## config.mk

```make
export PLATFORM = sky130hd
export DESIGN_NAME = ram_prog_loader_flat
export DESIGN_NICKNAME = d
export VERILOG_FILES = /design/src/rtl/ram_prog_loader_if.sv /design/src/rtl/ram_prog_loader.sv /design/src/flat_wrapper.sv
export SDC_FILE = /design/constraint.sdc
export NUM_CORES = 1
export LEC_CHECK = 0
export ABC_AREA = 1
export CORE_UTILIZATION = 47
export DETAILED_ROUTE_END_ITERATION = 10
export PLACE_DENSITY = 0.79
export SLEW_MARGIN = 30
export SYNTH_ARGS = -nofsm -noshare
export SYNTH_HDL_FRONTEND = slang
export SYNTH_SLANG_ARGS = --single-unit
```

## constraint.sdc

```tcl
create_clock -name clk -period 1.45 [get_ports clk]
set_input_delay 0.145 -clock clk [delete_from_list [all_inputs] [get_ports clk]]
set_output_delay 0.145 -clock clk [all_outputs]
set_load 0.02 [all_outputs]
```

## src/rtl/ram_prog_loader_if.sv

```systemverilog
// Stream and RAM-programming signal bundle for ram_prog_loader.
// The slave modport is the loader itself; master is whoever feeds bytes
// and observes the RAM-side outputs.
interface ram_prog_loader_if #(
  parameter int ADDR_W = 4,
  parameter int DATA_W = 8
) ();

  // Session control
  logic              start;
  logic              abort;

  // Byte stream
  logic              in_valid;
  logic [DATA_W-1:0] in_data;
  logic              in_last;
  logic              in_ready;

  // RAM programming path
  logic              prog_mode;
  logic [ADDR_W-1:0] prog_addr;
  logic [DATA_W-1:0] prog_data;
  logic              ram_we_n;

  // Status
  logic              busy;
  logic              done;
  logic [ADDR_W:0]   count;

  modport master (
    output start, abort, in_valid, in_data, in_last,
    input  in_ready, prog_mode, prog_addr, prog_data, ram_we_n,
           busy, done, count
  );

  modport slave (
    input  start, abort, in_valid, in_data, in_last,
    output in_ready, prog_mode, prog_addr, prog_data, ram_we_n,
           busy, done, count
  );

endinterface

```

## src/rtl/ram_prog_loader.sv

```systemverilog
// RAM program loader: takes a byte stream and writes it to consecutive RAM
// locations from address 0, framing every write with one setup cycle, a
// WE_CYCLES-long active-low strobe and one hold cycle. prog_mode selects the
// loader side of the RAM address mux for the whole session.
module ram_prog_loader #(
  parameter int ADDR_W    = 4,
  parameter int DATA_W    = 8,
  parameter int WE_CYCLES = 2   // 1..15
) (
  input logic               clk,
  input logic               rst_n,
  ram_prog_loader_if.slave  bus
);

  typedef enum logic [2:0] {
    S_IDLE,
    S_LOAD,
    S_SETUP,
    S_WRITE,
    S_HOLD,
    S_DONE
  } state_e;

  localparam logic [ADDR_W-1:0] ADDR_MAX = '1;
  localparam logic [3:0]        WE_LAST  = 4'(WE_CYCLES - 1);

  state_e            state_q,     state_d;
  logic [ADDR_W-1:0] prog_addr_q, prog_addr_d;
  logic [DATA_W-1:0] prog_data_q, prog_data_d;
  logic [ADDR_W:0]   count_q,     count_d;
  logic [3:0]        we_cnt_q,    we_cnt_d;
  logic              last_q,      last_d;
  logic              abort_q,     abort_d;

  // State and datapath registers with synchronous active-low reset.
  // NOTE: sequential state uses non-blocking assignments only, so every flop
  // samples the pre-edge value of every other flop regardless of code order.
  always_ff @(posedge clk) begin
    if (!rst_n) begin
      state_q     <= S_IDLE;
      prog_addr_q <= '0;
      prog_data_q <= '0;
      count_q     <= '0;
      we_cnt_q    <= '0;
      last_q      <= 1'b0;
      abort_q     <= 1'b0;
    end else begin
      state_q     <= state_d;
      prog_addr_q <= prog_addr_d;
      prog_data_q <= prog_data_d;
      count_q     <= count_d;
      we_cnt_q    <= we_cnt_d;
      last_q      <= last_d;
      abort_q     <= abort_d;
    end
  end

  // Next-state and datapath update for the load session.
  // NOTE: every signal driven here gets a default first; a path that leaves
  // one unassigned would otherwise infer a latch.
  always_comb begin
    state_d     = state_q;
    prog_addr_d = prog_addr_q;
    prog_data_d = prog_data_q;
    count_d     = count_q;
    we_cnt_d    = we_cnt_q;
    last_d      = last_q;
    abort_d     = abort_q;

    unique case (state_q)
      S_IDLE: begin
        prog_addr_d = '0;
        prog_data_d = '0;
        if (bus.start) begin
          count_d = '0;
          state_d = S_LOAD;
        end
      end

      S_LOAD: begin
        // Abort beats a simultaneous accept; the byte is dropped.
        if (bus.abort) begin
          state_d = S_DONE;
        end else if (bus.in_valid) begin
          prog_data_d = bus.in_data;
          // The top address always closes the session: there is no wrap.
          last_d      = bus.in_last | (prog_addr_q == ADDR_MAX);
          abort_d     = 1'b0;
          state_d     = S_SETUP;
        end
      end

      S_SETUP: begin
        if (bus.abort) abort_d = 1'b1;
        we_cnt_d = WE_LAST;
        state_d  = S_WRITE;
      end

      S_WRITE: begin
        // Abort is only remembered here; the strobe always runs full length.
        if (bus.abort) abort_d = 1'b1;
        if (we_cnt_q == 4'd0) begin
          state_d = S_HOLD;
        end else begin
          we_cnt_d = we_cnt_q - 4'd1;
        end
      end

      S_HOLD: begin
        count_d = count_q + (ADDR_W+1)'(1);
        if (last_q || abort_q || bus.abort) begin
          state_d = S_DONE;
        end else begin
          prog_addr_d = prog_addr_q + ADDR_W'(1);
          state_d     = S_LOAD;
        end
      end

      S_DONE: begin
        // prog_addr stays visible during DONE and clears on entry to IDLE.
        prog_addr_d = '0;
        prog_data_d = '0;
        state_d     = S_IDLE;
      end

      default: state_d = S_IDLE;
    endcase
  end

  // Outputs decoded from state so they follow reset on the same edge.
  always_comb begin
    bus.in_ready  = (state_q == S_LOAD);
    bus.prog_mode = (state_q == S_LOAD)  || (state_q == S_SETUP) ||
                    (state_q == S_WRITE) || (state_q == S_HOLD);
    bus.busy      = bus.prog_mode;
    bus.ram_we_n  = (state_q != S_WRITE);
    bus.done      = (state_q == S_DONE);
    bus.prog_addr = prog_addr_q;
    bus.prog_data = prog_data_q;
    bus.count     = count_q;
  end

endmodule

```

## src/flat_wrapper.sv

```systemverilog
// flat-port wrapper written by rule: the top's interface ports become plain ports
module ram_prog_loader_flat 
#(
  parameter int ADDR_W    = 4,
  parameter int DATA_W    = 8,
  parameter int WE_CYCLES = 2           
)
  (clk, rst_n, bus_start, bus_abort, bus_in_valid, bus_in_data, bus_in_last, bus_in_ready, bus_prog_mode, bus_prog_addr, bus_prog_data, bus_ram_we_n, bus_busy, bus_done, bus_count);
  ram_prog_loader_if #(.ADDR_W(ADDR_W), .DATA_W(DATA_W)) bus_i ();
  input logic clk;
  input logic rst_n;
  input wire logic [$bits(bus_i.start)-1:0] bus_start;
  input wire logic [$bits(bus_i.abort)-1:0] bus_abort;
  input wire logic [$bits(bus_i.in_valid)-1:0] bus_in_valid;
  input wire logic [$bits(bus_i.in_data)-1:0] bus_in_data;
  input wire logic [$bits(bus_i.in_last)-1:0] bus_in_last;
  output wire logic [$bits(bus_i.in_ready)-1:0] bus_in_ready;
  output wire logic [$bits(bus_i.prog_mode)-1:0] bus_prog_mode;
  output wire logic [$bits(bus_i.prog_addr)-1:0] bus_prog_addr;
  output wire logic [$bits(bus_i.prog_data)-1:0] bus_prog_data;
  output wire logic [$bits(bus_i.ram_we_n)-1:0] bus_ram_we_n;
  output wire logic [$bits(bus_i.busy)-1:0] bus_busy;
  output wire logic [$bits(bus_i.done)-1:0] bus_done;
  output wire logic [$bits(bus_i.count)-1:0] bus_count;
  assign bus_i.start = bus_start;
  assign bus_i.abort = bus_abort;
  assign bus_i.in_valid = bus_in_valid;
  assign bus_i.in_data = bus_in_data;
  assign bus_i.in_last = bus_in_last;
  assign bus_in_ready = bus_i.in_ready;
  assign bus_prog_mode = bus_i.prog_mode;
  assign bus_prog_addr = bus_i.prog_addr;
  assign bus_prog_data = bus_i.prog_data;
  assign bus_ram_we_n = bus_i.ram_we_n;
  assign bus_busy = bus_i.busy;
  assign bus_done = bus_i.done;
  assign bus_count = bus_i.count;
  ram_prog_loader #(.ADDR_W(ADDR_W), .DATA_W(DATA_W), .WE_CYCLES(WE_CYCLES)) u_core (.clk(clk), .rst_n(rst_n), .bus(bus_i));
endmodule
```

Yosys cells after proc, flatten, opt, wreduce, memory -nomap -nowiden
Cells that the tools add are included.

Reductions and logical operators: 21. Equality and inequality tests: 15. Add/sub/neg operators: 3. Bitwise operators: 2. Multiplexer cells: 19.

Operator list (number): $mux 8 (2); $pmux 4 s2 (2); $pmux 8 s2 (1); $mux 3 (5); $pmux 3 s5 (1); $ne 2x2->1 const B (5); $pmux 5 s2 (1); $reduce_bool 2->1 (5); $reduce_and 3->1 (3); $mux 4 (2); $eq 3x2->1 const B (2); $eq 3x3->1 const B (2); $reduce_and 2->1 (3); $add 5x1->5 const B (1); $logic_or 1x1->1 (5); $mux 5 (1); $add 4x1->4 const B (1); $eq 4x4->1 const B (1); $logic_not 4->1 (1); $ne 2x1->1 const B (2); $reduce_and 4->1 (1); $reduce_or 2->1 (2); $sub 4x1->4 const B (1); $eq 3x1->1 const B (1); 7 further kinds (9).

Output and inout bits: 22. Logic and storage cells: 67. Register bits after elaboration: 26.

Longest topological paths before layout
Gate-level depths: netlist of run 1.

Depth in word-level cells: 4. Gate-level depth with buffers: 8. Depth with buffers taken out: 8.

Least setup slack after synthesis of run 1
Ideal clock, no wire load.

Path kind: reg-to-reg. From: register u_core.state_q[1]. To: register u_core.last_q. Setup time: 0.113 ns. Setup slack: 0.102 ns. Clock period less this slack: 1.348 ns. Cell stages (with the launch flop): 9. Path buffers: 2. Arrival: 1.234 ns. Cell sequence: dfxtp_1 buf_6 inv_2 nand2_1 nor2_2 nand3_2 buf_6 o21ai_1 nor2_1.

Cells in the longest elaborated chain, start to end: 2.

Ends and longest elaborated chain: start: declaration (line ram_prog_loader.sv:27) `state_e state_q, state_d;`; start signal: assignment (line ram_prog_loader.sv:48) `state_q <= state_d;`; $eq 3x1->1; net bus_in_ready (line flat_wrapper.sv:17) `output wire logic [$bits(bus_i.in_ready)-1:0] bus_in_ready;`; $reduce_and 3->1 (no source line); end signal: assignment (line ram_prog_loader.sv:53) `last_q <= last_d;`; end: declaration (line ram_prog_loader.sv:32) `logic last_q, last_d;`.

The timed path passes the listed nets, and every way through them passes these cells. A chain may end at the register's enable or synchronous reset.

Worst setup path in the final report of run 1
From: register u_core.state_q[1]. To: register u_core.prog_addr_q[3] (netlist: u_core.bus.prog_addr[3]).

Cells in the longest elaborated chain, start to end: 4. Elaborated cells between the ends (all ways): 8.

Ends and longest elaborated chain: $eq 3x3->1 or $logic_not 3->1 (tied branches) (line ram_prog_loader.sv:70) `unique case (state_q)`; $reduce_or 2->1 (no source line); $reduce_bool 2->1 (no source line); $reduce_and 2->1 (no source line); end signal: assignment (line ram_prog_loader.sv:49) `prog_addr_q <= prog_addr_d;`; end: declaration (line ram_prog_loader.sv:28) `logic [ADDR_W-1:0] prog_addr_q, prog_addr_d;`.

Several ways; a longest one is shown, not always the timed one.

==> run summary, run 1 <==
Worst-Skew Late Latency: 320 ps
Area after DPL: 1750 um^2
reg2reg setup slack: 60 ps
num ports: 36
TritonCTS clock tree: done
CP Class: flop to flop
DRT Pass-1 Iters: 5
first-pass GRT wire length: 4970 um
post-synthesis cell type count: 28
sink of the worst hold path: u_core.bus.prog_data[6]$_SDFFE_PN0P_
post-layout util: 70.7%
FFs w/ async S/R, synth: 0%
switching part of the total power: 33.6%
r2r endpoint: u_core.bus.prog_addr[3]$_SDFFE_PN0P_
CP max stage delay: 390 ps
WHS Path Cells: 3
Overall Power: 2080 uW
Initial Util: 51.1%
crit-path most repeated cell: nand2_1
DRC: 0
Slew @ Worst Pin: 263 ps
CTS buffer count: 3
buffers and inverters on the worst path: 3
GPL Wtd Cong: 0.892
FP Rows: 18
Internal: 1380 uW
min cycle time layout: 1390 ps
CP Max Fanout: 6
CTS sink cnt: 26
PD cells: 1140 nW/um^2
Gate power share: 36.4%
setup violators final: 0
clk buf depth: 2
total number of yosys warnings: 0
final hold vios: 0
Clock Skews: 3.68 ps
vias in the first global route: 1,237
CP Launch Type: flop
Hold WS: 375 ps
post-synth top area share: 39.7%
Slew headroom: 82.3%
DRT iter0 DRCs: 38
drt wl/cell: 13.3 um
CP max stage cell: dfxtp_4
Cells after Synth: 179
Fin Setup TNS: 0 ps
Max Slew Vio Count: 0
CTS Hold Buffers Added: 0
wirelength, routed: 3420 um
P_sw: 698 uW
ANT nets after route: 0
LEAKAGE: 0.000841 uW
sequential share of the synthesized area: 39.7%
Vias: 1,400
crit-path leading delay family: simple AND/OR/NAND/NOR gates
mean post-synth cell area: 7.33 um^2
top post-synthesis cells by area: dfxtp_1, nand2_1, a21oi_1
Clock power frac: 24.3%
core area: 2570 um^2
clk root buf: clkbuf_4
Arr. time, crit path: 1650 ps
Final period util: 95.5%
number of port buffers: 35
outcome: complete, no violations
width of the die: 54.8 um
Crit. End Element: flop
cell taking the most area after synthesis: dfxtp_1
largest net degree at the start of global routing: 19
cells on worst reg2reg path: 9
Netlist Area Pre-Place: 1310 um^2
total grt overflow: 0
initial antenna violation count: 0
DP HPWL: 2480 um
Max Clk Rate: 722 MHz
Die Ht: 54.8 um
Die Area: 3010 um^2
nets@finish: 246
share of cells above drive strength 1: 19.8%
hold wc startpoint: bus_in_data[6]
R2R Path Start: u_core.state_q[1]$_SDFFE_PN0P_
crit path cell chain: buf_12, nor2_4, nand2_1, buf_4, inv_2, nand2_1, nand2_2, nand2_1, a21oi_1
post-synthesis net count: 197
VDD IR max: 0.881 mV
ys flop type: dfxtp_1
final instance area: 1820 um^2
H-tree levels: 1
ANT cells: 0
Worst-path clk slew: 150 ps
FILL cells: 222
Sequential Power Share: 39.3%
Via density: 5.45
CP Data Required Time: 1710 ps
post-synthesis register bit count: 26
Min-Delay Path Class: input port to flop
total global-route track usage: 23.4%
Synth-to-Final Area Change: 38.5%
maxcap violations: 0
Post-synth EDFFs: 0
[worst min-delay path: cells and delay by family]
family / cells / cell delay, ps
buf+inv: 1 / 390
simple gates: 1 / 70
compound gates: 1 / 60
[sequential cells by signal, indices dropped and copies added (netlist names)]
name                  flops
u_core.abort_q            1
u_core.state_q            3
u_core.bus.prog_addr      4
u_core.we_cnt_q           4
u_core.bus.count          5
u_core.bus.prog_data      8
u_core.last_q             1
[cell families (layout without fill, tap and decap cells)]
logic type | after synthesis | after routing | synth area share (%)
AO/OA/AOI/OAI | 40 | 40 | 17.0
buffers and inverters | 22 | 70 | 9.54
XOR/XNOR | 1 | 1 | 0.668
adder cells (fa/ha/maj) | 4 | 4 | 3.82
flip-flops | 26 | 26 | 39.7
AND/OR/NAND/NOR | 86 | 86 | 29.3
[cell type report]
type	count	area (um^2)	share of cell area [%]
clock inverter	1	30.0	1.65
timing repair buffer	51	457	25.2
clock buffer	3	22.5	1.24
multi-input combinational	131	682	37.6
inverter	15	57.6	3.17
sequential	26	529	29.2
tap	30	37.5	2.07
[stage by stage]
stage,cells,setup WS [ps]
2_1_floorplan,179,102
3_3_place_gp,251,39.9
3_5_place_dp,251,-14.0
4_1_cts,255,-24.5
5_1_grt,257,-11.5
6_report,257,64.7
[power by group through the flow]
stage               sequential (uW)  clock, uW  combinational [uW]
finish                          816        505                 756
global route                    825        541                 816
CTS                             817        516                 725
detailed placement              824          0                 746
global placement                820          0                 735
floorplan                       815          0                 471
[routing by layer]
layer / up-vias / share of wire [%] / track usage, %
met5: - / 0 / 0
met4: 0 / 0.58 / 5.98
met3: 2 / 5.1 / 6.39
met2: 52 / 52 / 41.6
met1: 643 / 42 / 27.1
li1: 703 / - / -
[cells in the mapped netlist, drive strengths merged (2+ instances only)]
| cell type | n |
|---|---|
| nor2 | 16 |
| a31o | 3 |
| o21ai | 9 |
| nand2 | 42 |
| buf | 6 |
| clkinv | 2 |
| nand3 | 19 |
| ha | 4 |
| inv | 13 |
| nand4 | 6 |
| a31oi | 3 |
| dfxtp | 26 |
| a21oi | 23 |
[cells in the final DEF, fill, tap and decap left out, drive strengths merged, types with 3 or more instances in the layout]
| master | n |
|---|---|
| a31o | 3 |
| nand3 | 19 |
| dlygate4sd2 | 15 |
| clkbuf | 5 |
| buf | 19 |
| clkdlybuf4s50 | 13 |
| nor2 | 16 |
| inv | 13 |
| nand2 | 42 |
| o21ai | 9 |
| dfxtp | 26 |
| a31oi | 3 |
| ha | 4 |
| nand4 | 6 |
| a21oi | 23 |
[how the worst max path moves through the flow]
stage,start,endpoint,slack [ps],cells after the start
after detailed placement,u_core.state_q[0]$_SDFFE_PN0P_,bus_busy,-10,3
after global routing,u_core.state_q[1]$_SDFFE_PN0P_,u_core.bus.prog_addr[3]$_SDFFE_PN0P_,-10,9
after floorplan,u_core.state_q[1]$_SDFFE_PN0P_,u_core.last_q$_SDFFE_PN0P_,100,8
after CTS,u_core.state_q[0]$_SDFFE_PN0P_,bus_busy,-20,4
after global placement,u_core.state_q[0]$_SDFFE_PN0P_,bus_busy,40,3
final,u_core.state_q[1]$_SDFFE_PN0P_,u_core.bus.prog_addr[3]$_SDFFE_PN0P_,60,9
[repair_timing]
action,4_1_cts,5_1_grt
endpoints found under the setup margin,20,13
gates resized for setup,29,18
buffers inserted,0,2
pin swaps,0,1
(Power assumes the default switching activity.)
==> inputs of run 2 (changes only) <==
--- a/config.mk
+++ b/config.mk
@@ -6,6 +6,7 @@
 export NUM_CORES = 1
 export LEC_CHECK = 0
 export ABC_AREA = 1
+export ABC_CLOCK_PERIOD_IN_PS = 1450
 export CORE_UTILIZATION = 47
 export DETAILED_ROUTE_END_ITERATION = 10
 export PLACE_DENSITY = 0.79
==> results of run 2 <==
Same layout as run 1: the final DEF is identical, and so are final timing and power.
==> inputs of run 3 (changes only) <==
--- a/config.mk
+++ b/config.mk
@@ -10,7 +10,6 @@
 export CORE_UTILIZATION = 47
 export DETAILED_ROUTE_END_ITERATION = 10
 export PLACE_DENSITY = 0.79
-export SLEW_MARGIN = 30
 export SYNTH_ARGS = -nofsm -noshare
 export SYNTH_HDL_FRONTEND = slang
 export SYNTH_SLANG_ARGS = --single-unit
==> constraint.sdc (replaced) <==
create_clock -name clk -period 1.45 [get_ports clk]
set_input_delay 0.29 -clock clk [delete_from_list [all_inputs] [get_ports clk]]
set_output_delay 0.29 -clock clk [all_outputs]
set_load 0.02 [all_outputs]
==> run summary, run 3 (synthesized netlist as in run 1, its figures left out) <==
Final period util: 97.6% (+2.1 points)
Synth-to-Final Area Change: 37.7%
most frequent cells in the layout: nand2_1, a21oi_1, dfxtp_1, buf_4, nand3_1
maxcap violations: 0 (unchanged)
Crit. End Element: primary output
clk buf depth: 2 (unchanged)
clk root buf: clkbuf_4
outcome: complete, no violations
CTS sink cnt: 26 (unchanged)
Hold WS: 470 ps (+95.0 ps)
Arr. time, crit path: 1130 ps (-520 ps)
ANT nets after route: 0 (unchanged)
Die Ht: 54.8 um (unchanged)
RSZ-0062 raised after global routing: yes
Post-Layout Cell Count: 260 (+1.2%)
Fin Setup TNS: 0 ps (unchanged)
reg2reg setup slack: 150 ps (+90 ps)
number of port buffers: 35 (unchanged)
CTS buffer count: 3 (unchanged)
post-layout util: 70.3% (-0.39 points)
cells on worst reg2reg path: 7 (-2)
Worst-path clk slew: 140 ps (about the same)
num ports: 36 (unchanged)
hold wc startpoint: u_core.abort_q$_SDFFE_PN0P_
GPL Wtd Cong: 0.886 (-0.61%)
CP max stage cell: dfxtp_4
final hold vios: 0 (unchanged)
VDD IR max: 0.644 mV (-27%)
Worst-Skew Late Latency: 320 ps (about the same)
CTS Hold Buffers Added: 0 (unchanged)
DRT Pass-1 Iters: 7 (+2)
WHS Path Cells: 2 (-1)
ANT cells: 0 (unchanged)
Clock Skews: 6.19 ps (+2.51 ps)
Slew @ Worst Pin: 229 ps (-33.3 ps)
nets@finish: 250 (+1.6%)
vias in the first global route: 1,312 (+6.1%)
Max Slew Vio Count: 0 (unchanged)
R2R Path Start: u_core.state_q[0]$_SDFFE_PN0P_
Max Clk Rate: 707 MHz (-2.1%)
number of flip-flops under the largest register name: 8 (unchanged)
initial antenna violation count: 0 (unchanged)
Via density: 5.42 (-0.52%)
total grt overflow: 0 (unchanged)
largest net degree at the start of global routing: 19 (unchanged)
DRC: 0 (unchanged)
Die Area: 3010 um^2 (unchanged)
Vias: 1,409 (+0.64%)
FP Rows: 18 (unchanged)
setup violators final: 0 (unchanged)
CP Class: flop to primary output
CP Launch Type: flop
wirelength, routed: 3400 um (-0.58%)
r2r endpoint: u_core.state_q[1]$_SDFFE_PN0P_
drt wl/cell: 13.1 um (-1.7%)
Slew headroom: 84.6% (+2.3 points)
CP Max Fanout: 5 (-1)
crit path cell chain: nand2_1, nor2_2, inv_1, buf_4
Initial Util: 51.1% (unchanged)
share of cells above drive strength 1: 20.9% (+1.0 points)
most common cell after layout, fill and taps aside: nand2_1
sink of the worst hold path: u_core.abort_q$_SDFFE_PN0P_
min cycle time layout: 1420 ps (+29.9 ps)
DRT iter0 DRCs: 31 (-18%)
TritonCTS clock tree: done
total global-route track usage: 24.8% (+1.5 points)
core area: 2570 um^2 (unchanged)
LEAKAGE: 0.000831 uW (-1.2%)
placed cells: 257 (+2.4%)
Min-Delay Path Class: flop to flop
first-pass GRT wire length: 5370 um (+8.1%)
DP HPWL: 2580 um (+4.1%)
CP max stage delay: 410 ps (+20 ps)
width of the die: 54.8 um (unchanged)
H-tree levels: 1 (unchanged)
CP Data Required Time: 1160 ps (-550 ps)
PD cells: 1040 nW/um^2 (-9.3%)
[run 3: cell types whose count changed in the layout (fill, tap and decap cells not counted), moves of 2 or more]
| cell | delta |
|---|---|
| dlymetal6s2s_1 | -2 |
| buf_4 | +7 |
| clkbuf_2 | -2 |
| nand2_2 | -2 |
[run 3: per-layer routing]
metal	track usage, %	vias to the layer above	wire, um
li1	-	703	-
met5	0	-	0
met4	7.69	0	29
met3	5.28	4	159
met2	46.8	41	1790
met1	27.1	661	1430
[run 3: what timing repair did]
action                     in CTS  in global routing
resized for setup              45                  8
setup buffers                   0                  0
setup endpoints to repair      23                 13
gates cloned                    0                  0
[run 3: worst max-delay path: cells and delay by family (launching register included)]
family | cells | cell delay, ps
and+or+nand+nor | 2 | 180
DFF | 1 | 410
buffers and inverters | 2 | 210
[run 3: report_power, final]
group / leakage (uW) / internal (uW) / switching [uW]
logic: 0.000605 / 335 / 418
registers: 0.000213 / 767 / 47.9
clock network: 0.0000138 / 97.3 / 209
total: 0.000831 / 1200 / 675
[run 3: per-stage QoR]
step	total power, uW	cell area, um^2	setup slack (ps)
2_1_floorplan	1290	1310	16.9
3_3_place_gp	1570	1790	-78.3
3_5_place_dp	1590	1790	-130
4_1_cts	1860	1790	35.9
5_1_grt	1990	1810	-20.1
6_report	1870	1810	34.8
[run 3: layout make-up]
class / count / area (um^2)
well taps: 30 / 37.5
repair buffers: 55 / 473
flip-flops and latches: 26 / 531
multi-input cells: 131 / 684
inverters: 15 / 57.6
clock buffers: 3 / 22.5
fillers: 231 / 762
[run 3: worst max path at each step]
stage	start	to	slack, ps	cells after the start
detailed placement	u_core.state_q[1]$_SDFFE_PN0P_	bus_busy	-130	3
CTS	u_core.bus.count[0]$_SDFFE_PN0P_	bus_count[0]	40	1
finish	u_core.state_q[1]$_SDFFE_PN0P_	bus_ram_we_n	30	4
floorplan	u_core.state_q[0]$_SDFFE_PN0P_	bus_prog_mode	20	4
global placement	u_core.state_q[1]$_SDFFE_PN0P_	bus_busy	-80	3
global route	u_core.state_q[1]$_SDFFE_PN0P_	bus_ram_we_n	-20	4
